[src/rtl/puf_auth_pkg.sv]
// rtl/puf_auth_pkg.sv - shared types and constants for the PUF auth verifier (PUF_AUTH_MAJORITY_EN selects NUM_EVAL)
package puf_auth_pkg;

  typedef enum logic [2:0] {IDLE, ARM, WAIT, CMP, DONE} state_t;
  typedef enum logic {AUTH = 1'b0, ENROLL = 1'b1} mode_t;

  localparam int ARM_CYC = 2;

`ifdef PUF_AUTH_MAJORITY_EN
  localparam int NUM_EVAL = 3;
`else
  localparam int NUM_EVAL = 1;
`endif

endpackage

[src/rtl/puf_auth_verifier_if.sv]
// rtl/puf_auth_verifier_if.sv - host request/result interface of the PUF auth verifier
interface puf_auth_verifier_if #(
  parameter int CHAL_W = 8,
  parameter int IDX_W  = 4,
  parameter int HD_W   = 5
);
  logic              start;
  logic              mode;
  logic [IDX_W-1:0]  idx;
  logic [CHAL_W-1:0] chal_in;
  logic              busy;
  logic              done;
  logic              pass;
  logic              err;
  logic [HD_W-1:0]   hd;

  modport master (
    output start, mode, idx, chal_in,
    input  busy, done, pass, err, hd
  );

  modport slave (
    input  start, mode, idx, chal_in,
    output busy, done, pass, err, hd
  );
endinterface

[src/rtl/puf_hamming_popcount.sv]
// rtl/puf_hamming_popcount.sv - combinational Hamming distance between two responses
module puf_hamming_popcount #(
  parameter  int RESP_W = 24,
  localparam int HD_W   = $clog2(RESP_W + 1)
) (
  input  logic [RESP_W-1:0] a,
  input  logic [RESP_W-1:0] b,
  output logic [HD_W-1:0]   count
);

  logic [RESP_W-1:0] diff;

  always_comb begin
    diff  = a ^ b;
    count = '0;
    for (int i = 0; i < RESP_W; i++) begin
      count = count + HD_W'(diff[i]);
    end
  end

endmodule

[src/rtl/puf_auth_verifier.sv]
// rtl/puf_auth_verifier.sv - arbiter PUF challenge issuer with CRP table enroll/auth (PUF_AUTH_MAJORITY_EN: 3-eval majority)
module puf_auth_verifier
  import puf_auth_pkg::*;
#(
  parameter  int CHAL_W    = 8,
  parameter  int RESP_W    = 24,
  parameter  int NUM_CRP   = 16,
  parameter  int HD_THRESH = 3,
  parameter  int RESP_LAT  = RESP_W + 2,
  localparam int IDX_W     = $clog2(NUM_CRP),
  localparam int HD_W      = $clog2(RESP_W + 1)
) (
  input  logic                clk,
  input  logic                reset,
  puf_auth_verifier_if.slave  host,
  output logic [CHAL_W-1:0]   puf_challenge,
  output logic                puf_rst_n,
  input  logic [RESP_W-1:0]   puf_response
);

  localparam int CNT_W = $clog2(RESP_LAT + 1);

  state_t            state;
  mode_t             mode_q;
  logic [IDX_W-1:0]  idx_q;
  logic [CNT_W-1:0]  cnt;
  logic [1:0]        eval_cnt;
  logic              busy_q, done_q, pass_q, err_q;
  logic [HD_W-1:0]   hd_q;
  logic [HD_W-1:0]   hd_calc;
  logic [RESP_W-1:0] samp0;
  logic [RESP_W-1:0] sample;

  logic [RESP_W-1:0]  crp_data [NUM_CRP];
  logic [NUM_CRP-1:0] valid_q;

`ifdef PUF_AUTH_MAJORITY_EN
  logic [RESP_W-1:0] samp1, samp2;
  assign sample = (samp0 & samp1) | (samp0 & samp2) | (samp1 & samp2);
`else
  assign sample = samp0;
`endif

  assign host.busy = busy_q;
  assign host.done = done_q;
  assign host.pass = pass_q;
  assign host.err  = err_q;
  assign host.hd   = hd_q;

  puf_hamming_popcount #(.RESP_W(RESP_W)) u_popcount (
    .a     (sample),
    .b     (crp_data[idx_q]),
    .count (hd_calc)
  );

  // Table payload is deliberately left out of reset; only the valid bits gate its use.
  always_ff @(posedge clk) begin
    if (state == CMP && mode_q == ENROLL) begin
      crp_data[idx_q] <= sample;
    end
  end

  always_ff @(posedge clk or posedge reset) begin
    if (reset) begin
      state         <= IDLE;
      mode_q        <= AUTH;
      idx_q         <= '0;
      cnt           <= '0;
      eval_cnt      <= '0;
      busy_q        <= 1'b0;
      done_q        <= 1'b0;
      pass_q        <= 1'b0;
      err_q         <= 1'b0;
      hd_q          <= '0;
      samp0         <= '0;
`ifdef PUF_AUTH_MAJORITY_EN
      samp1         <= '0;
      samp2         <= '0;
`endif
      puf_challenge <= '0;
      puf_rst_n     <= 1'b0;
      valid_q       <= '0;
    end else begin
      case (state)
        IDLE: begin
          if (host.start) begin
            mode_q        <= mode_t'(host.mode);
            idx_q         <= host.idx;
            puf_challenge <= host.chal_in;
            busy_q        <= 1'b1;
            pass_q        <= 1'b0;
            hd_q          <= '0;
            cnt           <= '0;
            eval_cnt      <= '0;
            if (host.mode == AUTH && !valid_q[host.idx]) begin
              err_q <= 1'b1;
              state <= DONE;
            end else begin
              err_q <= 1'b0;
              state <= ARM;
            end
          end
        end
        ARM: begin
          if (cnt == CNT_W'(ARM_CYC - 1)) begin
            cnt       <= '0;
            puf_rst_n <= 1'b1;
            state     <= WAIT;
          end else begin
            cnt <= cnt + 1'b1;
          end
        end
        WAIT: begin
          if (cnt == CNT_W'(RESP_LAT - 1)) begin
            cnt       <= '0;
            samp0     <= puf_response;
`ifdef PUF_AUTH_MAJORITY_EN
            samp1     <= samp0;
            samp2     <= samp1;
`endif
            puf_rst_n <= 1'b0;
            if (eval_cnt == 2'(NUM_EVAL - 1)) begin
              state <= CMP;
            end else begin
              eval_cnt <= eval_cnt + 1'b1;
              state    <= ARM;
            end
          end else begin
            cnt <= cnt + 1'b1;
          end
        end
        CMP: begin
          if (mode_q == ENROLL) begin
            valid_q[idx_q] <= 1'b1;
            pass_q         <= 1'b1;
            hd_q           <= '0;
          end else begin
            pass_q <= (hd_calc <= HD_W'(HD_THRESH));
            hd_q   <= hd_calc;
          end
          done_q <= 1'b1;
          state  <= DONE;
        end
        DONE: begin
          // The unenrolled-AUTH shortcut arrives here without done set, so it spends one extra cycle.
          if (done_q) begin
            done_q <= 1'b0;
            busy_q <= 1'b0;
            state  <= IDLE;
          end else begin
            done_q <= 1'b1;
          end
        end
        default: state <= IDLE;
      endcase
    end
  end

endmodule
[src/flat_wrapper.sv]
// flat-port wrapper written by rule: the top's interface ports become plain ports
module puf_auth_verifier_flat import puf_auth_pkg::*;
#(
  parameter  int CHAL_W    = 8,
  parameter  int RESP_W    = 24,
  parameter  int NUM_CRP   = 16,
  parameter  int HD_THRESH = 3,
  parameter  int RESP_LAT  = RESP_W + 2,
  localparam int IDX_W     = $clog2(NUM_CRP),
  localparam int HD_W      = $clog2(RESP_W + 1)
)
  (clk, reset, puf_challenge, puf_rst_n, puf_response, host_start, host_mode, host_idx, host_chal_in, host_busy, host_done, host_pass, host_err, host_hd);
  puf_auth_verifier_if #(.CHAL_W(CHAL_W)) host_i ();
  input  logic clk;
  input  logic reset;
  output logic [CHAL_W-1:0] puf_challenge;
  output logic puf_rst_n;
  input  logic [RESP_W-1:0] puf_response;
  input wire logic [$bits(host_i.start)-1:0] host_start;
  input wire logic [$bits(host_i.mode)-1:0] host_mode;
  input wire logic [$bits(host_i.idx)-1:0] host_idx;
  input wire logic [$bits(host_i.chal_in)-1:0] host_chal_in;
  output wire logic [$bits(host_i.busy)-1:0] host_busy;
  output wire logic [$bits(host_i.done)-1:0] host_done;
  output wire logic [$bits(host_i.pass)-1:0] host_pass;
  output wire logic [$bits(host_i.err)-1:0] host_err;
  output wire logic [$bits(host_i.hd)-1:0] host_hd;
  assign host_i.start = host_start;
  assign host_i.mode = host_mode;
  assign host_i.idx = host_idx;
  assign host_i.chal_in = host_chal_in;
  assign host_busy = host_i.busy;
  assign host_done = host_i.done;
  assign host_pass = host_i.pass;
  assign host_err = host_i.err;
  assign host_hd = host_i.hd;
  puf_auth_verifier #(.CHAL_W(CHAL_W), .RESP_W(RESP_W), .NUM_CRP(NUM_CRP), .HD_THRESH(HD_THRESH), .RESP_LAT(RESP_LAT)) u_core (.clk(clk), .reset(reset), .host(host_i), .puf_challenge(puf_challenge), .puf_rst_n(puf_rst_n), .puf_response(puf_response));
endmodule
[config.mk]
export PLATFORM = sky130hd
export DESIGN_NAME = puf_auth_verifier_flat
export DESIGN_NICKNAME = d
export VERILOG_FILES = /design/src/rtl/puf_auth_pkg.sv /design/src/rtl/puf_auth_verifier_if.sv /design/src/rtl/puf_hamming_popcount.sv /design/src/rtl/puf_auth_verifier.sv /design/src/flat_wrapper.sv
export SDC_FILE = /design/constraint.sdc
export NUM_CORES = 1
export LEC_CHECK = 0
export BUFFER_PORTS_ARGS = -buffer_cell sky130_fd_sc_hd__buf_2
export CAP_MARGIN = 0
export CORE_MARGIN = 2
export CORE_UTILIZATION = 56
export CTS_CLUSTER_SIZE = 14
export DETAILED_ROUTE_END_ITERATION = 7
export GPL_TIMING_DRIVEN = 1
export PLACE_DENSITY_LB_ADDON = 0.3
export SETUP_SLACK_MARGIN = 0.5
export SLEW_MARGIN = 20
export SYNTH_ARGS = -nofsm -noshare
export SYNTH_HDL_FRONTEND = slang
export SYNTH_SLANG_ARGS = --single-unit
[constraint.sdc]
create_clock -name clk -period 5.3 [get_ports clk]
set_input_delay 0.795 -clock clk [delete_from_list [all_inputs] [get_ports clk]]
set_output_delay 0.795 -clock clk [all_outputs]
set_load 0.05 [all_outputs]
**After elaboration in Yosys (flattened, before gate mapping)**

Memories as Yosys holds them, arrays and structs flattened.
Cells that the tools add are included.
Widths: inputs -> output; s select.

- RAM bits: 384
- Output and inout bits: 18
- Memories kept: 1
- Flip-flop bits (word level): 73
- Word-level logic and storage cells: 114

Memory list:

| memory | depth | width | read ports | clocked after Yosys merged registers in | wr ports | line | RTL |
|---|---|---|---|---|---|---|---|
| u_core.crp_data | 16 | 24 | 1 | 0 | 1 | puf_auth_verifier.sv:34 | `logic [RESP_W-1:0] crp_data [NUM_CRP];` |

- Reductions and logical operators: 21
- Mux-type cells: 35
- Add/subtract/negate cells: 25
- Equality and inequality tests: 11
- Bitwise logic cells: 3
- Magnitude comparators: 4

Operators with widths:

| operator | number |
|---|---|
| $add 5x1->5 | 19 |
| $xor 24x24->24 | 1 |
| $mux 5 | 4 |
| $or 16x16->16 | 1 |
| $mux 3 | 5 |
| $pmux 3 s5 | 1 |
| $pmux 5 s3 | 1 |
| $mux 1 | 12 |
| $lt 4x5->1 const B | 2 |
| $pmux 5 s2 | 1 |
| $reduce_and 2->1 | 5 |
| $reduce_bool 2->1 | 5 |
| $mux 2 | 4 |
| $pmux 1 s2 | 4 |
| $reduce_and 4->1 | 2 |
| $eq 3x2->1 const B | 2 |
| $ne 2x1->1 const B | 3 |
| $reduce_and 3->1 | 2 |
| $add 4x1->5 | 1 |
| $add 5x1->5 const B | 1 |
| $eq 5x1->1 const B | 1 |
| $eq 5x5->1 const B | 1 |
| $le 5x2->1 const B | 1 |
| $add 3x1->4 | 1 |
| 16 further kinds | 19 |

**Logic depth before layout (Yosys ltp)**

An unclocked memory read counts as a cell.

- Word-level depth: 28
- Mapped depth: 23

**Hierarchy**

A second synthesis with hierarchy kept.

- Cell total of the unflattened synthesis: 891
- Area, all modules: 18356.4 um^2

Modules (own cells, without submodules):

| module | sequential area each (um^2) | instances | cells each | area each (um^2) |
|---|---|---|---|---|
| puf_auth_verifier | 13357.8 | 1 | 820 | 17605.6 |
| puf_hamming_popcount | 0.0 | 1 | 71 | 750.7 |

**Worst setup path after synthesis**

OpenSTA, ideal clock, no wires.

- Path type: reg2reg
- From: reg u_core.idx_q[1]
- To: reg u_core.pass_q (netlist: u_core.host.pass)
- Setup slack: -488 ps
- Arrival: 5692 ps
- Period minus slack after synthesis: 5788 ps
- Cell stages (with the launch flop): 22
- Setup time: 95 ps
- Cell sequence: dfrtp_1 -> buf_6 -> buf_6 -> mux4_2 -> mux2i_1 -> mux2i_1 -> xor2_1 -> fa_1 -> inv_1 -> fa_1 -> inv_1 -> fa_1 -> fa_1 -> inv_1 -> fa_1 -> inv_1 -> ha_1 -> inv_1 -> fa_1 -> o31a_1 -> mux2_2 -> o31ai_1

- Word-level cells in the longest chain between the ends: 28

Ends and longest elaborated chain:

| element | line | RTL |
|---|---|---|
| from (decl) | puf_auth_verifier.sv:25 | `logic [IDX_W-1:0] idx_q;` |
| from (signal assigned) | puf_auth_verifier.sv:88 | `idx_q <= host.idx;` |
| $mem_v2 16x24 * | -- |  |
| $xor 24x24->24 * | puf_hamming_popcount.sv:14 | `diff = a ^ b;` |
| $add 1x1->2 | puf_hamming_popcount.sv:17 | `count = count + HD_W'(diff[i]);` |
| $add 2x1->3 | puf_hamming_popcount.sv:17 |  |
| $add 3x1->4 | puf_hamming_popcount.sv:17 |  |
| $add 4x1->5 | puf_hamming_popcount.sv:17 |  |
| $add 5x1->5 (18 in a row) | puf_hamming_popcount.sv:17 |  |
| $add 5x1->5 * | puf_hamming_popcount.sv:17 |  |
| $le 5x2->1 * | puf_auth_verifier.sv:138 | `pass_q <= (hd_calc <= HD_W'(HD_THRESH));` |
| $mux 1 * | puf_auth_verifier.sv:133 | `if (mode_q == ENROLL) begin` |
| $pmux 1 s2 * | puf_auth_verifier.sv:84 | `case (state)` |
| to (signal assigned) | puf_auth_verifier.sv:138 |  |
| to (decl) | puf_auth_verifier.sv:28 | `logic busy_q, done_q, pass_q, err_q;` |

Every way passes the cells marked *; elsewhere a longest branch is shown, timed or not.
A chain may end at the register's enable or synchronous reset.

**Final worst setup path**

- From: reg u_core.idx_q[0]
- To: reg u_core.pass_q (netlist: u_core.host.pass)

The elaborated chain is that of the path after synthesis.

==> results.md <==
Synthesis:
- The count of mapped cells out of synthesis is 938.
- The flip-flop and latch count after synthesis is 457.
- The proportion of register bits with asynchronous set or reset after synthesis is about 16%.
- The number of library cell types mapped by synthesis is 50.
- In this run, synthesis inferred 384 flip-flops with an integrated enable.
- The post-synthesis instance area is ~0.019 mm2.
- The biggest area contributor in the post-synthesis netlist is edfxtp_1.
- The top cell type by area accounts for between 60% and 70% of the synthesized area.
- Dividing the synthesized area by the synthesized cell count gives approximately 20 um2.
- The total number of yosys warnings is 0.
- The sequential area share after synthesis is between 70% and 80%.
- By area the synthesized netlist is led by edfxtp_1, mux4_2, dfrtp_1, mux2i_1, mux2_2.
- The number of nets handed over by synthesis was between 1000 and 1500.
- The most used flip-flop cell after synthesis is edfxtp_1.

Routing:
- The via count is between 9000 and 10000.
- After detailed routing, the number of remaining DRC violations is 0.
- The count of nets left with antenna violations once routing finished came out at 0.
- Before antenna repair, the detailed router went through 6 iterations.
- The average detailed-routed wire length per instance is approximately 26 um.
- In this run, the number of DRC markers left after iteration 0 of detailed routing was approximately 790.
- The final wirelength is 40650 um.
- The average vias per placed instance is 5.973.

Critical path:
- The peak fanout along the critical path is 7.
- The length in cells of the worst reg-to-reg path is 23.
- The worst-case register-to-register setup slack is -0.55 ns.
- The most critical setup path has its startpoint at u_core.idx_q[0].
- The type of origin of the critical path is a register.
- The endpoint identified for the worst register-to-register timing path is u_core.host.pass.
- The start-to-end type of the worst setup path is register to register.
- The startpoint identified for the worst register-to-register timing path is u_core.idx_q[0].
- The data arrival at the endpoint of the critical path is 6.31 ns.
- The endpoint class of the critical path is a register.
- At the worst endpoint, the required time is approximately 5.8 ns.

Placed design:
- The standard cell area after detailed placement is 0.02014 mm2.
- After legalization and detailed placement, the total HPWL measured approximately 23000 um.
- The final weighted congestion of routability-driven global placement is ~0.77.
- In this run the tool buffered the top-level ports with 57 buffer cells.

Floorplanning:
- Measured along the y axis, the die boundary spans approximately 190 um.
- The total core area is 0.03328 mm2.
- slightly below 60 I/O pins were placed.
- The floorplan has 67 rows.
- Measured along the x axis, the die boundary spans between 150 and 200 um.
- The area of the die is 0.03503 mm2.
- The starting density of the core is between 50% and 60%.

STA:
- The clock arrives with 0.02291 ns of skew.
- The final count of hold timing violations is 0.
- The final max-slew violation count is 0.
- Setup violations remaining at the end of the flow were counted as 5.
- The transition time at the pin with the least slew margin is 1.136 ns.
- Dividing the final minimum period by the clock period gives 110.5%.
- For this run, the top clock speed supported by timing is 0.1708 GHz.
- Setup repair after global routing could not meet its margin everywhere.
- The worst pin sits at a relative slew slack of ~24%.
- The slack of the critical path is -0.5545 ns.
- The final critical delay including setup and external delays is 5.855 ns.
- After routing, the total negative slack on setup checks comes to -1.906 ns.

Clock tree:
- CTS placed an instance of clkbuf_16 at the clock tree root.
- The later pin in the worst-skew pair is clocked with a latency of around 0.56 ns.
- The CTS clock-pin slew for the worst setup and hold paths is ~0.060 ns.
- The number of clock buffers inserted by TritonCTS is between 40 and 50.
- TritonCTS built the clock tree.
- The H-tree depth is 2.
- The maximum root-to-sink buffer count is 3.
- The post-cts hold buffer count is 0.
- Clock tree synthesis found a total of between 400 and 500 sinks.

Layout:
- For this run, the share of the core covered by cells in the final layout is between 60% and 70%.
- For this run, the post-layout net count is around 1200.
- Cells with a size suffix above 1 make up ~36% of the layout.
- The final cell area excluding filler cells is approximately 0.022 mm2.
- The area growth from synthesis to final layout is 17.51%.
- The layout has between 2000 and 2500 filler cells.

Status:
- The flow ran to the end, but the final reports show violations.
- The final reports fail on setup timing.

GRT:
- The number of global-route vias before repair is 9624.
- The pin count of the biggest net entering global routing is 43.
- The global-route wire length before repair is between 60000 and 70000 um.
- The total overflow left after global routing is 0.
- Across every metal layer, demand over resource in global routing totals 23.53%.
- The number of antenna violations at the first check in global routing was 0.

Run:
- Across the run, the number of max-cap violations was 0.

Min path:
- The path class of the tightest hold or removal check is input port to async pin.
[worst max-delay path, cell delays in order (launching register included)]
cell     delay [ns]
dfrtp_4        0.51
buf_12         0.16
buf_4          0.13
mux4_2         0.41
mux2i_1        0.18
buf_4          0.16
mux2i_1        0.11
xnor2_2        0.18
fa_1           0.51
inv_1          0.05
fa_2           0.55
fa_2           0.43
fa_1           0.48
inv_1          0.05
fa_1           0.48
inv_2          0.05
ha_4           0.15
inv_2          0.05
fa_2           0.44
buf_6          0.13
inv_2          0.03
a31oi_1        0.08
mux2_4         0.27
o31ai_2        0.16
[final cells by class]
type	instances	area (um2)	share of cell area, %
multi-input cells	404	5229	23.68
well taps	448	560.5	2.539
clock inverters	25	292.8	1.326
inverters	32	121.4	0.5497
clock buffers	61	1237	5.605
repair buffers	157	1264	5.724
flip-flops and latches	457	13370	60.56
diodes	1	2.502	0.01133
[layer usage]
layer	vias to the layer above	part of all wire (%)	GRT usage (%)
met3	65	6.1	3.659
li1	4063	-	-
met1	4965	43	34.42
met2	374	48	37.49
met5	-	0	0
met4	0	2.2	6.685
[stage by stage]
| stage | hold WS [ns] | setup slack [ns] | cells |
|---|---|---|---|
| finish | 0.3095 | -0.5545 | 1585 |
| global route | 0.3370 | -0.7785 | 1584 |
| CTS | 0.2994 | -0.5467 | 1575 |
| detailed placement | 0.4616 | -0.5777 | 1477 |
| global placement | 0.4549 | -0.5467 | 1477 |
| floorplan | 0.4389 | -0.3028 | 938 |
[synth_stat cells, types with 4 or more instances]
master and n:
ha_1 10, fa_1 17, dfrtp_1 73, inv_1 32, xnor2_1 11, nor2_1 27
nand2_1 21, clkbuf_1 8, o21ai_0 7, mux2_2 38, a21oi_1 4, o32ai_1 6
buf_4 10, o21bai_1 12, nor2b_1 4, mux4_1 12, mux2i_1 84, buf_6 15
edfxtp_1 384, nand3_1 8, xor2_1 15, buf_2 11, or2_2 7, mux4_2 86
nand2b_1 5, a31oi_1 4
[layout by cell type, fill, tap and decap left out, types with 10 or more instances in the layout]
master     Yosys  final
mux4_2        86     88
fa_1          17     10
buf_4         10     79
inv_1         32     22
dfrtp_1       73     69
mux2_2        38     37
clkbuf_1       8     12
o21bai_1      12     12
xnor2_1       11     10
mux2i_1       84     84
clkbuf_16      0     46
nor2_1        27     11
nand2_1       21     20
mux4_1        12     10
xor2_1        15     14
nor2_4         0     16
buf_2         11     57
edfxtp_1     384    384
[registers in the layout, summed over array words and instances (netlist names), 2 cells and up]
register	flops
u_core.idx_q	4
u_core.host.hd	5
u_core.eval_cnt	2
u_core.cnt	5
u_core.puf_challenge	8
u_core.state	3
u_core.crp_data	384
u_core.valid_q	16
u_core.samp0	24
[kinds of logic (layout without fill, tap and decap cells)]
group	Yosys count	after routing	synth area share, %
buffers and inverters	77	275	2.431
adders and majority gates	27	27	2.477
DFF	457	457	71.10
AOI/OAI and AO/OA	48	48	1.891
and+or+nand+nor	83	83	2.151
other	0	1	0
xor gates and xnor gates	26	26	1.212
muxes	220	220	18.74
[what timing repair did]
item,CTS,global route
gates resized for setup,13,24
buffers inserted,9,8
endpoints found under the setup margin,6,6
cloned,3,0
pin swaps,14,15
hold endpoints to repair,0,0
[how the worst max path moves through the flow]
stage          slack, ns  cells after the start               end
6_report           -0.55                     23  u_core.host.pass
3_5_place_dp       -0.58                     21  u_core.host.pass
5_1_grt            -0.78                     23  u_core.host.pass
3_3_place_gp       -0.55                     20  u_core.host.pass
4_1_cts            -0.55                     21  u_core.host.pass
2_1_floorplan      -0.30                     21  u_core.host.pass
Power is left out: the tool's default activity adds up to more than one toggle a clock period on the data nets, which glitch-free logic cannot reach.
